==> src/rtl/stepdown_pkg.sv <==
// Shared types and default constants for the stepdown core sequencer.
package stepdown_pkg;

    typedef enum logic [1:0] {
        ST_OFF       = 2'd0,
        ST_SOFTSTART = 2'd1,
        ST_RUN       = 2'd2,
        ST_HICCUP    = 2'd3
    } state_e;

    typedef enum logic [1:0] {
        SIDE_NONE = 2'd0,
        SIDE_HS   = 2'd1,
        SIDE_LS   = 2'd2
    } side_e;

    localparam int DEF_SS_W      = 6;
    localparam int DEF_SS_DIV    = 16;
    localparam int DEF_PER_W     = 8;
    localparam int DEF_DT_CYC    = 2;
    localparam int DEF_OCP_MAX   = 4;
    localparam int DEF_RETRY_CYC = 1024;

endpackage

==> src/rtl/stepdown_deadtime.sv <==
// Break-before-make gate enables: both sides off for DT_CYC clocks on
// every side change, and whenever gating is withheld.
module stepdown_deadtime
    import stepdown_pkg::*;
#(
    parameter int DT_CYC = DEF_DT_CYC
) (
    input  logic clk,
    input  logic rst,
    input  logic hs_req,
    input  logic gate_allow,
    output logic hs_en,
    output logic ls_en
);
    localparam int TW = $clog2(DT_CYC + 1);

    side_e         side_q;
    side_e         tgt;
    logic [TW-1:0] dt_q;
    logic          hs_q;
    logic          ls_q;

    assign tgt   = hs_req ? SIDE_HS : SIDE_LS;
    assign hs_en = hs_q;
    assign ls_en = ls_q;

    // NONE after a withheld cycle forces a fresh dead window on re-entry
    always_ff @(posedge clk or posedge rst) begin
        if (rst) begin
            side_q <= SIDE_NONE;
            dt_q   <= '0;
            hs_q   <= 1'b0;
            ls_q   <= 1'b0;
        end else if (!gate_allow) begin
            side_q <= SIDE_NONE;
            dt_q   <= '0;
            hs_q   <= 1'b0;
            ls_q   <= 1'b0;
        end else if (tgt != side_q) begin
            side_q <= tgt;
            dt_q   <= TW'(DT_CYC - 1);
            hs_q   <= 1'b0;
            ls_q   <= 1'b0;
        end else if (dt_q != '0) begin
            dt_q   <= dt_q - TW'(1);
            hs_q   <= 1'b0;
            ls_q   <= 1'b0;
        end else begin
            hs_q   <= (side_q == SIDE_HS);
            ls_q   <= (side_q == SIDE_LS);
        end
    end

endmodule

==> src/rtl/stepdown_corestate_seq.sv <==
// Stepdown core power-stage sequencer: start-up FSM, soft-start ramp,
// PWM period counter, cycle-by-cycle OCP with hiccup, and power-good.
module stepdown_corestate_seq
    import stepdown_pkg::*;
#(
    parameter int SS_W      = DEF_SS_W,
    parameter int SS_DIV    = DEF_SS_DIV,
    parameter int PER_W     = DEF_PER_W,
    parameter int DT_CYC    = DEF_DT_CYC,
    parameter int OCP_MAX   = DEF_OCP_MAX,
    parameter int RETRY_CYC = DEF_RETRY_CYC
) (
    input  logic             clk,
    input  logic             rst,
    input  logic             CELV,
    input  logic             CELG,
    input  logic             SUB,
    input  logic             en,
    input  logic             uvlo_ok,
    input  logic [PER_W-1:0] duty,
    input  logic             ocp,
    output logic             hs_en,
    output logic             ls_en,
    output logic [SS_W-1:0]  ss_code,
    output logic             pgood,
    output logic             fault,
    output logic [1:0]       state
);
    localparam int DW = $clog2(SS_DIV + 1);
    localparam int OW = $clog2(OCP_MAX + 1);
    localparam int RW = $clog2(RETRY_CYC + 1);

    state_e           state_q, state_d;
    logic [PER_W-1:0] cnt_q, cnt_d;
    logic [SS_W-1:0]  ss_q, ss_d, ss_inc;
    logic [DW-1:0]    div_q, div_d;
    logic [OW-1:0]    ocp_cnt_q, ocp_cnt_d;
    logic [RW-1:0]    retry_q, retry_d;
    logic             lim_q, lim_d;
    logic             pgood_q, fault_q;

    logic             go, run_q, run_d, enter_ss;
    logic             wrap, lim, trip;
    logic             ss_step, ss_done, retry_done;
    logic [PER_W-1:0] ss_lvl, eff;
    logic             hs_req;
    logic             unused_pins;

    assign unused_pins = CELV ^ CELG ^ SUB;

    assign go       = en & uvlo_ok;
    assign run_q    = (state_q == ST_SOFTSTART) || (state_q == ST_RUN);
    assign run_d    = (state_d == ST_SOFTSTART) || (state_d == ST_RUN);
    assign enter_ss = (state_d == ST_SOFTSTART) && (state_q != ST_SOFTSTART);

    // an ocp seen in the wrap cycle still belongs to the period ending
    assign wrap    = run_q && (cnt_q == '1);
    assign lim     = lim_q | ocp;
    assign trip    = wrap && lim && (ocp_cnt_q >= OW'(OCP_MAX - 1));
    assign ss_inc  = ss_q + SS_W'(1);
    assign ss_step = (state_q == ST_SOFTSTART) && (div_q == DW'(SS_DIV - 1));
    assign ss_done = ss_step && (&ss_inc);
    assign retry_done = (retry_q == RW'(RETRY_CYC - 1));

    always_ff @(posedge clk or posedge rst) begin
        if (rst) begin
            state_q   <= ST_OFF;
            cnt_q     <= '0;
            ss_q      <= '0;
            div_q     <= '0;
            ocp_cnt_q <= '0;
            retry_q   <= '0;
            lim_q     <= 1'b0;
            pgood_q   <= 1'b0;
            fault_q   <= 1'b0;
        end else begin
            state_q   <= state_d;
            cnt_q     <= cnt_d;
            ss_q      <= ss_d;
            div_q     <= div_d;
            ocp_cnt_q <= ocp_cnt_d;
            retry_q   <= retry_d;
            lim_q     <= lim_d;
            pgood_q   <= (state_d == ST_RUN);
            if (state_d == ST_HICCUP && state_q != ST_HICCUP)
                fault_q <= 1'b1;
            else if (!en && state_q != ST_OFF)
                fault_q <= 1'b0;
        end
    end

    always_comb begin
        state_d = state_q;
        if (!go) begin
            state_d = ST_OFF;
        end else begin
            unique case (state_q)
                ST_OFF:       state_d = ST_SOFTSTART;
                ST_SOFTSTART: begin
                    if (trip)         state_d = ST_HICCUP;
                    else if (ss_done) state_d = ST_RUN;
                end
                ST_RUN:       if (trip) state_d = ST_HICCUP;
                ST_HICCUP:    if (retry_done) state_d = ST_SOFTSTART;
                default:      state_d = ST_OFF;
            endcase
        end
    end

    always_comb begin
        cnt_d     = cnt_q + PER_W'(1);
        ss_d      = ss_q;
        div_d     = div_q;
        ocp_cnt_d = ocp_cnt_q;
        lim_d     = wrap ? 1'b0 : lim;
        retry_d   = '0;
        if (state_q == ST_HICCUP)
            retry_d = retry_q + RW'(1);
        if (ss_step) begin
            ss_d  = ss_inc;
            div_d = '0;
        end else if (state_q == ST_SOFTSTART) begin
            div_d = div_q + DW'(1);
        end
        if (wrap) begin
            if (!lim)
                ocp_cnt_d = '0;
            else if (ocp_cnt_q != OW'(OCP_MAX))
                ocp_cnt_d = ocp_cnt_q + OW'(1);
        end
        if (!run_d || enter_ss) begin
            cnt_d     = '0;
            ss_d      = '0;
            div_d     = '0;
            ocp_cnt_d = '0;
            lim_d     = 1'b0;
        end
    end

    assign ss_lvl = PER_W'(ss_q) << (PER_W - SS_W);

    always_comb begin
        eff = '0;
        unique case (state_q)
            ST_SOFTSTART: eff = (duty < ss_lvl) ? duty : ss_lvl;
            ST_RUN:       eff = duty;
            default:      eff = '0;
        endcase
    end

    assign hs_req = (cnt_q < eff) && !lim;

    stepdown_deadtime #(
        .DT_CYC(DT_CYC)
    ) u_deadtime (
        .clk       (clk),
        .rst       (rst),
        .hs_req    (hs_req),
        .gate_allow(run_d),
        .hs_en     (hs_en),
        .ls_en     (ls_en)
    );

    assign ss_code = ss_q;
    assign pgood   = pgood_q;
    assign fault   = fault_q;
    assign state   = state_q;

endmodule
==> config.mk <==
export PLATFORM = sky130hd
export DESIGN_NAME = stepdown_corestate_seq
export DESIGN_NICKNAME = d
export VERILOG_FILES = /design/src/rtl/stepdown_pkg.sv /design/src/rtl/stepdown_deadtime.sv /design/src/rtl/stepdown_corestate_seq.sv
export SDC_FILE = /design/constraint.sdc
export NUM_CORES = 1
export LEC_CHECK = 0
export BUFFER_PORTS_ARGS = -buffer_cell sky130_fd_sc_hd__buf_2
export CORE_MARGIN = 8
export CORE_UTILIZATION = 60
export CTS_CLUSTER_DIAMETER = 80
export CTS_CLUSTER_SIZE = 30
export DETAILED_ROUTE_END_ITERATION = 7
export PLACE_DENSITY = 0.86
export SLEW_MARGIN = 5
export SYNTH_ARGS = -nofsm -noshare
export SYNTH_HDL_FRONTEND = slang
export SYNTH_HIERARCHICAL = 1
export SYNTH_SLANG_ARGS = --single-unit
==> constraint.sdc <==
create_clock -name clk -period 4.7 [get_ports clk]
set_input_delay 0.705 -clock clk [delete_from_list [all_inputs] [get_ports clk]]
set_output_delay 0.705 -clock clk [all_outputs]
set_load 0.02 [all_outputs]
# Word-level counts from Yosys, hierarchy flattened
# Index checks and enable logic that the tools add are counted.
[op_classes]
add_sub_neg = 6
multipliers = 0
div = 0
magnitude_cmp = 3
n_eq_ne = 18
n_shift = 0
muxes = 35
n_bitwise = 2
n_reduce_logical = 24
[op_table]
columns = ["cell", "n"]
rows = [
  ["2-to-1 mux 2 bit", 11],
  ["less-than comparator 8 bit", 2],
  ["2-to-1 mux 8 bit", 2],
  ["case mux 8 bit (2 select lines)", 1],
  ["2-to-1 mux 5 bit", 3],
  ["2-to-1 mux 3 bit", 4],
  ["2-to-1 mux 6 bit", 2],
  ["adder 11 x 1 -> 11 bit, second input constant", 1],
  ["== test 11 x 10 -> 1 bit, second input constant", 1],
  ["2-to-1 mux 11 bit", 1],
  ["== test 2 bit, second input constant", 5],
  ["2-to-1 mux 1 bit", 10],
  ["nonzero test 2 bit", 5],
  ["logical AND 1 bit", 9],
  ["adder 8 x 1 -> 8 bit, second input constant", 1],
  ["== test 8 bit, second input constant", 1],
  ["case mux 2 bit (4 select lines)", 1],
  ["adder 6 x 1 -> 6 bit, second input constant", 1],
  ["== test 2 x 1 -> 1 bit, second input constant", 3],
  ["inequality test 3 bit, second input constant", 2],
  ["AND reduction 6 bit", 1],
  ["adder 5 x 1 -> 5 bit, second input constant", 1],
  ["== test 5 x 4 -> 1 bit, second input constant", 1],
  ["inequality test 2 bit, second input constant", 2],
  ["13 further kinds", 17],
]
[word_totals]
register_bits = 44
latch_bits = 0
ram_bits = 0
romBits = 0
inputBits = 16
output_inout_bits = 12
wordCells = 101
n_memories = 0

# Depth between registers and ports, before layout
# Gate-level depths: netlist (run 1).
[depth]
ltp_word = 14
mapped_depth = 14
mapped_depth_nobuf = 13

# Cells and area by module
# Netlist (run 1), hierarchy kept.
[by_module_without_submodules]
columns = ["mod", "n_inst", "cells_per_inst", "area_each_um2", "seq_area_each_um2"]
rows = [
  ["stepdown_corestate_seq", 1, 240, 2379.8, 950.9],
  ["stepdown_deadtime", 1, 25, 285.3, 150.1],
]

# Least setup slack after synthesis (run 1)
# OpenSTA, ideal clock, no wires.
[synth_timing]
kind = "in2reg"
from = "in duty[7]"
to = "reg u_deadtime.dt_q[0]"
setup_ns = 0.126
arrival_time_ns = 3.365
t_required_ns = 4.574
setup_slack_ns = 1.209
path_stages = 12
path_buffers = 0
cell_sequence = "ha_1 -> a21oi_1 -> o221ai_1 -> o21ai_1 -> a22oi_1 -> ha_1 -> a21o_1 -> a2111oi_0 -> o21ai_0 -> a21oi_1 -> nand2_1 -> a221o_1"
[synth_between]
elab_chain_len = 9
word_cells_on_any_way = 10
cone_classes = "order compare: 2; eq/ne: 2; mux: 5; reduce/logical: 1"
[synth_rtl]
columns = ["item", "line_no", "rtl"]
rows = [
  ["start: declaration", "stepdown_corestate_seq.sv:20", "input logic [PER_W-1:0] duty,"],
  ["less-than comparator 8 bit", "stepdown_corestate_seq.sv:145", "ST_SOFTSTART: eff = (duty < ss_lvl) ? duty : ss_lvl;"],
  ["2-to-1 mux 8 bit", "stepdown_corestate_seq.sv:145", ""],
  ["case mux 8 bit (2 select lines) *", "stepdown_corestate_seq.sv:144", "unique case (state_q)"],
  ["less-than comparator 8 bit *", "stepdown_corestate_seq.sv:151", "assign hs_req = (cnt_q < eff) && !lim;"],
  ["logical AND 1 bit *", "stepdown_corestate_seq.sv:151", ""],
  ["via hs_req", "stepdown_corestate_seq.sv:46", "logic hs_req;"],
  ["2-to-1 mux 2 bit *", "stepdown_deadtime.sv:23", "assign tgt = hs_req ? SIDE_HS : SIDE_LS;"],
  ["inequality test 2 bit *", "stepdown_deadtime.sv:39", "end else if (tgt != side_q) begin"],
  ["2-to-1 mux 2 bit", "stepdown_deadtime.sv:39", ""],
  ["2-to-1 mux 2 bit", "stepdown_deadtime.sv:34", "end else if (!gate_allow) begin"],
  ["end signal: assignment", "stepdown_deadtime.sv:41", "dt_q <= TW'(DT_CYC - 1);"],
  ["end signal: assignment", "stepdown_deadtime.sv:45", "dt_q <= dt_q - TW'(1);"],
  ["end: declaration", "stepdown_deadtime.sv:19", "logic [TW-1:0] dt_q;"],
]
# The timed path passes the listed nets; every way through them passes the cells marked *.
# A chain may end at the register's enable or synchronous reset.

# Worst setup path in the final report (run 1)
[layout_timing]
from = "reg ss_q[3] (netlist: ss_code[3])"
to = "reg u_deadtime.dt_q[0]"
[layout_between]
word_cells_on_any_way = 20
cone_classes = "add/sub: 1; order compare: 2; eq/ne: 4; mux: 9; reduce/logical: 4"
[layout_rtl]
columns = ["item", "line_no", "rtl"]
rows = [
  ["start: declaration", "stepdown_corestate_seq.sv:35", "logic [SS_W-1:0] ss_q, ss_d, ss_inc;"],
  ["start signal: assignment", "stepdown_corestate_seq.sv:79", "ss_q <= ss_d;"],
  ["less-than comparator 8 bit", "stepdown_corestate_seq.sv:145", ""],
  ["2-to-1 mux 8 bit *", "stepdown_corestate_seq.sv:145", ""],
  ["case mux 8 bit (2 select lines) *", "stepdown_corestate_seq.sv:144", ""],
  ["less-than comparator 8 bit *", "stepdown_corestate_seq.sv:151", ""],
  ["logical AND 1 bit *", "stepdown_corestate_seq.sv:151", ""],
  ["via hs_req", "stepdown_corestate_seq.sv:46", ""],
  ["2-to-1 mux 2 bit *", "stepdown_deadtime.sv:23", ""],
  ["inequality test 2 bit *", "stepdown_deadtime.sv:39", ""],
  ["2-to-1 mux 2 bit", "stepdown_deadtime.sv:39", ""],
  ["2-to-1 mux 2 bit", "stepdown_deadtime.sv:34", ""],
]
# Marked as above.

==> summary.txt, run 1 <==
FINISH
----------------------------------------------------------------------------------------
Layout overhead on the synthesized area                                            10.7%
ANT cells                                                                              0
Share of post-route cells with drive strength above 1                              13.9%
Fill cell instance count of the final layout                                         322
Commonest cells after routing, fill and taps aside                          44 x dfrtp_1, 30 x ha_1, 24 x buf_2
Layout Nets                                                                          340
Commonest non-fill, non-tap cell in the layout                                   dfrtp_1
Layout Utilization                                                                 68.2%
Non-Filler Cell Area, Final                                                 0.00295 mm^2

DRT
----------------------------------------------------------------------------------------
Final ANT Viol Nets                                                                    0
First-pass DRT Iterations                                                              4
Iteration-0 DRC count of the detailed router                                          70
DR vias                                                                             2005
Drt drc                                                                                0
Vias per Instance                                                                   5.78
Post-Route WL                                                                    5050 um
Average wire per cell in the routed design                                       14.6 um

WORST SETUP PATH
----------------------------------------------------------------------------------------
Launch point of the critical path                                             ss_code[3]
Maximum fanout count along the critical path                                           7
Arrival time reported for the critical path endpoint                             4.04 ns
Critical Path RT                                                                 4.88 ns
Worst Setup Path Type                                                            reg2reg
Kind of launch point of the worst setup path                                   flip-flop
Crit end category                                                              flip-flop
Source of the worst register-to-register timing path                          ss_code[3]
Depth of the worst register-to-register path                                          13

CTS
----------------------------------------------------------------------------------------
Insertion delay of the later-clocked pin in the worst-skew pair                  0.30 ns
Number of buffers created by CTS                                                       5
Clock root buffer                                                               clkbuf_8
Register clock-pin slew on the reported worst setup and hold paths               0.09 ns
Max Buffers Root-to-Sink                                                               2
Hold buffer count at cts                                                               0
Total of cells resized after clock tree synthesis                                      0
CTS tree                                                                           built
Number of H-tree levels                                                                2
Clock Sink Count                                                                      44
Number of buffers inserted to repair setup after CTS                                   0

PWR
----------------------------------------------------------------------------------------
Total leakage power                                                           0.00140 uW
Maximum ir drop on the vdd rail                                               0.000228 V
Power density over cell area                                                 244 mW/mm^2

TIMING
----------------------------------------------------------------------------------------
Period utilisation layout                                                          82.0%
Final clock skew                                                               0.0114 ns
Number of slew-limit violations in the final report                                    0
Slew HR                                                                            40.1%
Final critical-path required period                                              3.86 ns
Highest Clock Rate                                                               259 MHz
RSZ-0062 raised after global routing                                                  no
Fin Setup TNS                                                                       0 ns
Final worst hold slack                                                          0.317 ns
Final hold vios                                                                        0
Final setup violating endpoints                                                        0
Worst Max-Slew Pin Slew                                                         0.874 ns

FLOORPLANNING
----------------------------------------------------------------------------------------
Die width                                                                        82.6 um
Die ar.                                                                     0.00683 mm^2
Std cell rows                                                                         24
Floorplan core area                                                         0.00432 mm^2
Count of boundary I/O pins                                                            28
Starting density of the core                                                       61.6%
Vertical die dimension                                                           82.6 um

SYNTHESIS
----------------------------------------------------------------------------------------
Share of flip-flops with an asynchronous set or reset after synthesis               100%
Fraction of post-synthesis cell area in the top cell type by area                  41.3%
Total of warnings raised by yosys                                                      6
Mean instance size in the synthesized netlist                                  10.1 um^2
Post-synth EDFFs                                                                       0
Dominant register cell in the synthesized netlist                                dfrtp_1
Main area contributors after synthesis                                      dfrtp_1 41%, ha_1 14%, xnor2_1 5.3%
Synthesized instance count                                                           265
Number of distinct library cells after synthesis                                      52
Top cell type by total area after synthesis                                      dfrtp_1
Part of the Yosys area used for sequential elements                                41.3%
Register bit total from synthesis                                                     44
Syn_nets                                                                             311
Post-synthesis cell area                                                    0.00267 mm^2

GRT
----------------------------------------------------------------------------------------
Number of global-route vias before repair                                           1959
Maximum number of pins on one net before global-route repair                          39
Initial antenna violation count                                                        0
Remaining Overflow, GRT                                                                0
Global-route wire length before repair                                           8530 um
GRT Util Overall                                                                   15.9%

HOLD PATH
----------------------------------------------------------------------------------------
Class of the worst hold path                                                    in2async

JOB
----------------------------------------------------------------------------------------
# Max-Cap Violations                                                                   0

PLACED DESIGN
----------------------------------------------------------------------------------------
Total half-perimeter wirelength after legalization and detailed placement        3770 um
Placed cell area                                                            0.00284 mm^2
Final Wtd Congestion                                                               0.831
# port buffers                                                                        24

OUTCOME
----------------------------------------------------------------------------------------
Run status                                                                     completed

## synth_stat cells, types with 3 or more instances
cell type  instances
dfrtp_1           44
ha_1              30
nor2_1            22
inv_1             17
nand2_1           16
xnor2_1           16
nand3_1           11
a21oi_1           10
and2_1             9
o21ai_0            7
a22oi_1            6
nand4_1            6
xor2_1             6
nor2b_1            5
or3_1              5
and3_1             4
nor3_1             4
a21boi_0           3
nand2b_1           3
## flip-flops by register name, summed over array words and instances (netlist names), 2 cells and up
name,cells
retry_q,11
cnt_q,8
ss_code,6
div_q,5
ocp_cnt_q,3
state,2
u_deadtime/dt_q,2
u_deadtime/side_q,2
## path summary, 6_finish.rpt
| path | end | slack, ns |
|---|---|---|
| setup / recovery | u_deadtime/dt_q[0] | 0.84 |
| hold / removal | u_deadtime/dt_q[1] | 0.32 |
| hold reg to reg | retry_q[0] | 0.47 |
| setup reg to reg | u_deadtime/dt_q[0] | 0.84 |
| max in group asynchronous | retry_q[10] | 3.84 |
| min in group clk | retry_q[0] | 0.47 |
## final cells by class
type,count,area (um^2),share of cell area [%]
Multi-Input combinational cell,200,1480,50.1
Clock buffer,6,72.6,2.46
Tap cell,52,65.1,2.21
Inverter,17,63.8,2.16
Timing Repair Buffer,26,135,4.58
Sequential cell,44,1100,37.3
Clock inverter,2,35.0,1.19
## report_power, final
part	internal (uW)	switching [uW]
clock network	158	129
registers	381	3.03
logic	19.2	30.2
total	558	163
## worst max-delay path, stage by stage, from the launching register on
cell	delay, ns
dfrtp_1	0.50
inv_1	0.08
ha_1	0.30
a21oi_1	0.14
o221ai_1	0.17
o21ai_1	0.43
a22oi_1	0.17
ha_1	0.32
a21o_1	0.18
a2111oi_0	0.40
o21ai_0	0.15
a21oi_1	0.46
nand2_1	0.09
a221o_1	0.33
## kinds of logic after synthesis
family                     Yosys count  share of synthesized area (%)
muxes                                2                          0.798
AOI/OAI and AO/OA                   47                           12.4
DFF                                 44                           41.3
and+or+nand+nor                     99                           20.9
buffers and inverters               21                           3.29
xor gates and xnor gates            22                           7.23
adders and majority gates           30                           14.1
## metrics by stage
| stage | cells | setup WS, ns | total power [uW] |
|---|---|---|---|
| finish | 347 | 0.845 | 721 |
| global route | 347 | 0.502 | 747 |
| CTS | 347 | 0.823 | 729 |
| detailed placement | 339 | 0.585 | 442 |
| global placement | 339 | 0.651 | 440 |
| floorplan | 265 | 1.21 | 426 |
## per-layer routing
layer | global-route usage, % | routed length [um]
met1 | 18.2 | 2140
met2 | 27.9 | 2570
met3 | 4.22 | 269
met4 | 5.34 | 68
met5 | 0 | 0
Note: power is estimated with default switching activity, not from simulation.
==> inputs of run 2 (changes only) <==
--- a/config.mk
+++ b/config.mk
@@ -7,11 +7,11 @@
 export LEC_CHECK = 0
 export BUFFER_PORTS_ARGS = -buffer_cell sky130_fd_sc_hd__buf_2
 export CORE_MARGIN = 8
-export CORE_UTILIZATION = 60
+export CORE_UTILIZATION = 59
 export CTS_CLUSTER_DIAMETER = 80
 export CTS_CLUSTER_SIZE = 30
 export DETAILED_ROUTE_END_ITERATION = 7
-export PLACE_DENSITY = 0.86
+export PLACE_DENSITY = 0.85
 export SLEW_MARGIN = 5
 export SYNTH_ARGS = -nofsm -noshare
 export SYNTH_HDL_FRONTEND = slang
==> constraint.sdc (replaced) <==
create_clock -name clk -period 3.85 [get_ports clk]
set_input_delay 0.5775 -clock clk [delete_from_list [all_inputs] [get_ports clk]]
set_output_delay 0.5775 -clock clk [all_outputs]
set_load 0.02 [all_outputs]
==> run 2 against run 1 <==
Compared with the run above:
- register-to-register slack worse by 0.50 ns
- clock-buffer cell count did not move
- sequential cell count stayed put
- maximum frequency grew 9.9%
- largest cell class unchanged
- combinational power up 27%
- routed wire length rose by 6.2%
- sequential share of layout area down 0.47 points
==> summary.txt, run 2 (synthesis results as in run 1) <==
OUTCOME
----------------------------------------------------------------------------------------
Run status                                                                     completed

TIMING
----------------------------------------------------------------------------------------
Final critical-path required period                                              3.51 ns
Number of slew-limit violations in the final report                                    0
Worst Max-Slew Pin Slew                                                         0.481 ns
Period utilisation layout                                                          91.1%
Highest Clock Rate                                                               285 MHz
Final clock skew                                                              0.00958 ns
Final setup violating endpoints                                                        0
RSZ-0062 raised after global routing                                                  no
Slew HR                                                                            67.7%
Worst Setup Slack, final                                                        0.344 ns
Final hold vios                                                                        0
Final worst hold slack                                                          0.203 ns
Fin Setup TNS                                                                       0 ns

FLOORPLANNING
----------------------------------------------------------------------------------------
Floorplan core area                                                         0.00435 mm^2
Count of boundary I/O pins                                                            28
Vertical die dimension                                                           83.2 um
Starting density of the core                                                       61.2%
Die ar.                                                                     0.00692 mm^2
Die width                                                                        83.2 um
Std cell rows                                                                         24

PWR
----------------------------------------------------------------------------------------
Fraction of power spent switching nets                                             22.2%
Design internal power                                                             683 uW
Clock power share                                                                  39.4%
Total leakage power                                                           0.00143 uW
Logic pwr share                                                                     7.2%
Register share of total power                                                      53.4%
Pwr Total                                                                         878 uW
Maximum ir drop on the vdd rail                                               0.000265 V
Power density over cell area                                                 294 mW/mm^2
Net switching power                                                               195 uW

FINISH
----------------------------------------------------------------------------------------
Number of flip-flops under the largest register name                                  11
Share of post-route cells with drive strength above 1                              15.3%
Layout Nets                                                                          345
Register ranked first by flip-flop count                                         retry_q
Layout overhead on the synthesized area                                            12.1%
Commonest cells after routing, fill and taps aside                          44 x dfrtp_1, 30 x ha_1, 24 x buf_2
ANT cells                                                                              0
Commonest non-fill, non-tap cell in the layout                                   dfrtp_1

WORST SETUP PATH
----------------------------------------------------------------------------------------
Source of the worst register-to-register timing path                          ss_code[3]
Slowest stage delay, CP                                                          0.50 ns
Kind of launch point of the worst setup path                                   flip-flop
Critical path cell sequence                                                 inv_1 > ha_1 > nand4_1 > o221ai_1 > nor2b_1 > a22oi_1 > ha_1 > a21o_1 > a2111oi_0 > o21ai_0 > a21oi_1 > buf_4 > nand2_1 > a221o_1
Arrival time reported for the critical path endpoint                             3.68 ns
Crit end category                                                              flip-flop
Critical path's most frequent cell                                                  ha_1
Critical Path RT                                                                 4.02 ns
Maximum fanout count along the critical path                                           7
Worst Setup Path Type                                                            reg2reg
Depth of the worst register-to-register path                                          14
R2r setup slk                                                                    0.34 ns
Reg2reg end                                                                 u_deadtime/dt_q[0]
Slowest library cell on the worst path                                           dfrtp_1

CTS
----------------------------------------------------------------------------------------
Hold buffer count at cts                                                               0
Total of cells resized after clock tree synthesis                                      0
Number of H-tree levels                                                                2
Number of buffers inserted to repair setup after CTS                                   0
CTS tree                                                                           built
Insertion delay of the later-clocked pin in the worst-skew pair                  0.30 ns
Register clock-pin slew on the reported worst setup and hold paths               0.09 ns
Max Buffers Root-to-Sink                                                               2
Clock Sink Count                                                                      44
Number of buffers created by CTS                                                       5
Clock root buffer                                                               clkbuf_8

PLACED DESIGN
----------------------------------------------------------------------------------------
Total half-perimeter wirelength after legalization and detailed placement        3940 um
# port buffers                                                                        24
Final Wtd Congestion                                                               0.815
Worst setup slack after placement                                               0.263 ns

DRT
----------------------------------------------------------------------------------------
First-pass DRT Iterations                                                              4
Iteration-0 DRC count of the detailed router                                          89
Average wire per cell in the routed design                                       15.2 um
DR vias                                                                             2017
Drt drc                                                                                0
Final ANT Viol Nets                                                                    0
Vias per Instance                                                                   5.73
Post-Route WL                                                                    5360 um

HOLD PATH
----------------------------------------------------------------------------------------
Class of the worst hold path                                                    in2async

GRT
----------------------------------------------------------------------------------------
Remaining Overflow, GRT                                                                0
Initial antenna violation count                                                        0
Global-route wire length before repair                                           9140 um
Number of global-route vias before repair                                           2073
GRT Util Overall                                                                   15.5%
Maximum number of pins on one net before global-route repair                          39

JOB
----------------------------------------------------------------------------------------
# Max-Cap Violations                                                                   0

run 2: cell types whose count changed in the layout (fill, tap and decap cells not counted), sizes merged:
cell | before | now
buf | 26 | 31
run 2: critical path, delay by kind of cell, from the launching register on:
family / cells / cell delay, ns
AOI/OAI and AO/OA: 7 / 1.59
adders and majority gates: 2 / 0.61
buffers and inverters: 2 / 0.24
DFF: 1 / 0.50
and+or+nand+nor: 3 / 0.44
run 2: cell type report:
type | instances | area [um^2]
Multi-Input combinational cell | 200 | 1480
Tap cell | 52 | 65.1
Timing Repair Buffer | 31 | 173
Sequential cell | 44 | 1100
Fill cell | 326 | 1370
Clock inverter | 2 | 35.0
Clock buffer | 6 | 72.6
Inverter | 17 | 63.8
run 2: metal layers:
layer  global-route usage [%]  vias to the layer above  wire length (um)
li1                         -                     1004                 -
met1                     17.3                      951              2350
met2                     27.5                       52              2700
met3                     3.81                       10               217
met4                     6.07                        0                99
met5                        0                        -                 0
run 2: stage by stage:
stage | cell area (um^2) | utilization (%) | instances
6_report | 2990 | 68.6 | 352
5_1_grt | 2990 | 68.6 | 352
4_1_cts | 2990 | 68.6 | 352
3_5_place_dp | 2880 | 66.1 | 344
3_3_place_gp | 2880 | 66.1 | 344
2_1_floorplan | 2670 | - | 265
run 2: power by group through the flow:
stage	logic, uW	registers, uW	clock network [uW]
6_report	62.8	469	346
2_1_floorplan	41.1	479	0
3_3_place_gp	61.1	478	0
5_1_grt	71.5	470	378
4_1_cts	63.9	469	355
3_5_place_dp	62.7	478	0
run 2: worst max path at each step:
stage	from	endpoint	cells past startpoint
3_5_place_dp	duty[7]	u_deadtime/dt_q[0]	14
6_report	ss_code[3]	u_deadtime/dt_q[0]	14
5_1_grt	ss_code[3]	u_deadtime/dt_q[0]	14
4_1_cts	ss_code[3]	u_deadtime/dt_q[0]	14
3_3_place_gp	duty[7]	u_deadtime/dt_q[0]	14
2_1_floorplan	duty[7]	u_deadtime/dt_q[0]	12
==> inputs of run 3 (changes only) <==
--- a/config.mk
+++ b/config.mk
@@ -5,8 +5,9 @@
 export SDC_FILE = /design/constraint.sdc
 export NUM_CORES = 1
 export LEC_CHECK = 0
+export ABC_AREA = 1
 export BUFFER_PORTS_ARGS = -buffer_cell sky130_fd_sc_hd__buf_2
-export CORE_MARGIN = 8
+export CORE_MARGIN = 3
 export CORE_UTILIZATION = 59
 export CTS_CLUSTER_DIAMETER = 80
 export CTS_CLUSTER_SIZE = 30
==> run 3 against run 2 <==
Compared with the run above:
- sequential cell count is the same
- non-clock buffer count shrank 5
- synthesized area grew 2.2%
- combinational power shrank 0.8%
- global-route usage grew 6.1 points
- critical path depth grew 7
- routed wire length shrank 2.2%
- maximum frequency grew 7.8%
- design area grew 2.1%
- die area shrank 21%
- sequential power is essentially flat
- utilization grew 0.51 points
- critical endpoint is now u_deadtime/dt_q[1]
==> summary.txt, run 3 <==
HOLD PATH
----------------------------------------------------------------------------------------
Class of the worst hold path                                                    in2async

GRT
----------------------------------------------------------------------------------------
Number of global-route vias before repair                                           2156
Global-route wire length before repair                                           9320 um
GRT Util Overall                                                                   21.6%
Maximum number of pins on one net before global-route repair                          22
Remaining Overflow, GRT                                                                0
Initial antenna violation count                                                        0

DRT
----------------------------------------------------------------------------------------
Final ANT Viol Nets                                                                    0
Iteration-0 DRC count of the detailed router                                         113
Vias per Instance                                                                   5.25
DR vias                                                                             2196
Average wire per cell in the routed design                                       12.6 um
Drt drc                                                                                0
First-pass DRT Iterations                                                              4
Post-Route WL                                                                    5250 um

PLACED DESIGN
----------------------------------------------------------------------------------------
Worst setup slack after placement                                               0.468 ns
Total half-perimeter wirelength after legalization and detailed placement        4060 um
Final Wtd Congestion                                                               0.872
# port buffers                                                                        24

CTS
----------------------------------------------------------------------------------------
Total of cells resized after clock tree synthesis                                      0
CTS tree                                                                           built
Hold buffer count at cts                                                               0
Register clock-pin slew on the reported worst setup and hold paths               0.08 ns
Clock Sink Count                                                                      44
Max Buffers Root-to-Sink                                                               2
Number of buffers inserted to repair setup after CTS                                   0
Number of H-tree levels                                                                2
Clock root buffer                                                               clkbuf_8
Number of buffers created by CTS                                                       5
Insertion delay of the later-clocked pin in the worst-skew pair                  0.29 ns

FINISH
----------------------------------------------------------------------------------------
Share of post-route cells with drive strength above 1                              15.0%
Layout Nets                                                                          411
Layout overhead on the synthesized area                                            12.0%
Number of flip-flops under the largest register name                                  11
Commonest cells after routing, fill and taps aside                          66 x nand2_1, 53 x inv_1, 44 x dfrtp_1
Commonest non-fill, non-tap cell in the layout                                   nand2_1
ANT cells                                                                              0
Register ranked first by flip-flop count                                         retry_q

TIMING
----------------------------------------------------------------------------------------
Slew HR                                                                            45.0%
Number of slew-limit violations in the final report                                    0
Final hold vios                                                                        0
Worst Max-Slew Pin Slew                                                         0.825 ns
Worst Setup Slack, final                                                        0.597 ns
Final setup violating endpoints                                                        0
RSZ-0062 raised after global routing                                                  no
Highest Clock Rate                                                               307 MHz
Fin Setup TNS                                                                       0 ns
Period utilisation layout                                                          84.5%
Final clock skew                                                              0.00571 ns
Final critical-path required period                                              3.25 ns

SYNTHESIS
----------------------------------------------------------------------------------------
Share of flip-flops with an asynchronous set or reset after synthesis               100%
Fraction of post-synthesis cell area in the top cell type by area                  40.4%
Register bit total from synthesis                                                     44
Post-synth EDFFs                                                                       0
Main area contributors after synthesis                                      dfrtp_1 40%, ha_1 14%, nand2_1 9.1%
Part of the Yosys area used for sequential elements                                40.4%
Post-synth top cells                                                        66 x nand2_1, 53 x inv_1, 44 x dfrtp_1
Number of distinct library cells after synthesis                                      30
Syn_nets                                                                             378
Top cell type by total area after synthesis                                      dfrtp_1
Dominant register cell in the synthesized netlist                                dfrtp_1
Post-synthesis cell area                                                    0.00272 mm^2
Top-count cell post-synth                                                        nand2_1
Total of warnings raised by yosys                                                      6
Mean instance size in the synthesized netlist                                  8.20 um^2
Synthesized instance count                                                           332

WORST SETUP PATH
----------------------------------------------------------------------------------------
Arrival time reported for the critical path endpoint                             3.48 ns
Crit end category                                                              flip-flop
Critical Path RT                                                                 4.08 ns
Critical path cell sequence                                                 inv_1 > ha_1 > nand2_1 > inv_1 > a21oi_1 > nand2_1 > nand2_1 > nand2_1 > nor2_1 > buf_4 > a32oi_1 > ha_1 > nand2_1 > inv_1 > nand3_1 > nand3_1 > a21oi_1 > nand3_1 > nand2_1 > nand2_1 > nor2_2
Kind of launch point of the worst setup path                                   flip-flop
Slowest library cell on the worst path                                           dfrtp_1
Slowest stage delay, CP                                                          0.41 ns
Worst Setup Path Type                                                            reg2reg
Maximum fanout count along the critical path                                           7
Critical path's most frequent cell                                               nand2_1

PWR
----------------------------------------------------------------------------------------
Total leakage power                                                           0.00149 uW
Power density over cell area                                                 297 mW/mm^2
Maximum ir drop on the vdd rail                                               0.000182 V

FLOORPLANNING
----------------------------------------------------------------------------------------
Floorplan core area                                                         0.00441 mm^2
Vertical die dimension                                                           73.9 um
Std cell rows                                                                         24
Die ar.                                                                     0.00547 mm^2
Die width                                                                        73.9 um
Count of boundary I/O pins                                                            28
Starting density of the core                                                       61.7%

JOB
----------------------------------------------------------------------------------------
# Max-Cap Violations                                                                   0

OUTCOME
----------------------------------------------------------------------------------------
Run status                                                                     completed

run 3: kinds of logic (layout without fill, tap and decap cells):
family / Yosys count / after routing / synth area share, %
AND/OR/NAND/NOR: 149 / 149 / 25.8
buffers and inverters: 58 / 92 / 8.08
AO/OA/AOI/OAI: 44 / 44 / 9.69
flip-flops: 44 / 44 / 40.4
adder cells (fa/ha/maj): 30 / 30 / 13.8
XOR/XNOR: 7 / 7 / 2.25
run 3: final timing paths:
check	start	to	slack, ns	cells past startpoint
min in group clk	retry_q[0]	retry_q[0]	0.48	1
max in group asynchronous	rst	ocp_cnt_q[0]	2.66	3
worst max-delay path	ss_code[5]	u_deadtime/dt_q[1]	0.60	21
worst min-delay path	rst	u_deadtime/ls_en	0.20	2
worst min register to register	retry_q[0]	retry_q[0]	0.48	1
worst max register to register	ss_code[5]	u_deadtime/dt_q[1]	0.60	21
run 3: per-stage QoR:
stage | area, um^2 | power (uW) | hold slack (ns) | std cells | utilization [%]
2_1_floorplan | 2720 | 518 | 0.368 | 332 | -
3_3_place_gp | 2920 | 537 | 0.449 | 410 | 66.2
3_5_place_dp | 2920 | 539 | 0.472 | 410 | 66.2
4_1_cts | 3050 | 915 | 0.195 | 418 | 69.1
5_1_grt | 3050 | 942 | 0.201 | 418 | 69.1
6_report | 3050 | 905 | 0.198 | 418 | 69.1
run 3: final cells by class:
type | instances | area, um^2
timing repair buffer | 26 | 135
fill | 366 | 1360
clock buffer | 7 | 96.3
tap | 52 | 65.1
inverter | 58 | 220
sequential | 44 | 1100
clock inverter | 1 | 30.0
multi-input combinational | 230 | 1400
run 3: power breakdown:
part           switching (uW)  internal (uW)
clock network             147            229
registers                2.73            465
logic                    42.7           19.6
run 3: critical path: cells and delay by family (launching register included):
family	cells	cell delay [ns]
AOI/OAI and AO/OA	3	0.60
DFF	1	0.41
buffers and inverters	4	0.35
adders and majority gates	2	0.60
and+or+nand+nor	12	1.25
run 3: per-layer routing:
metal | track usage, % | wire [um] | vias up
met5 | 0 | 0 | -
met4 | 7.24 | 97 | 0
met3 | 3.65 | 212 | 8
met2 | 37.7 | 2550 | 38
met1 | 27.2 | 2390 | 1014
li1 | - | - | 1136
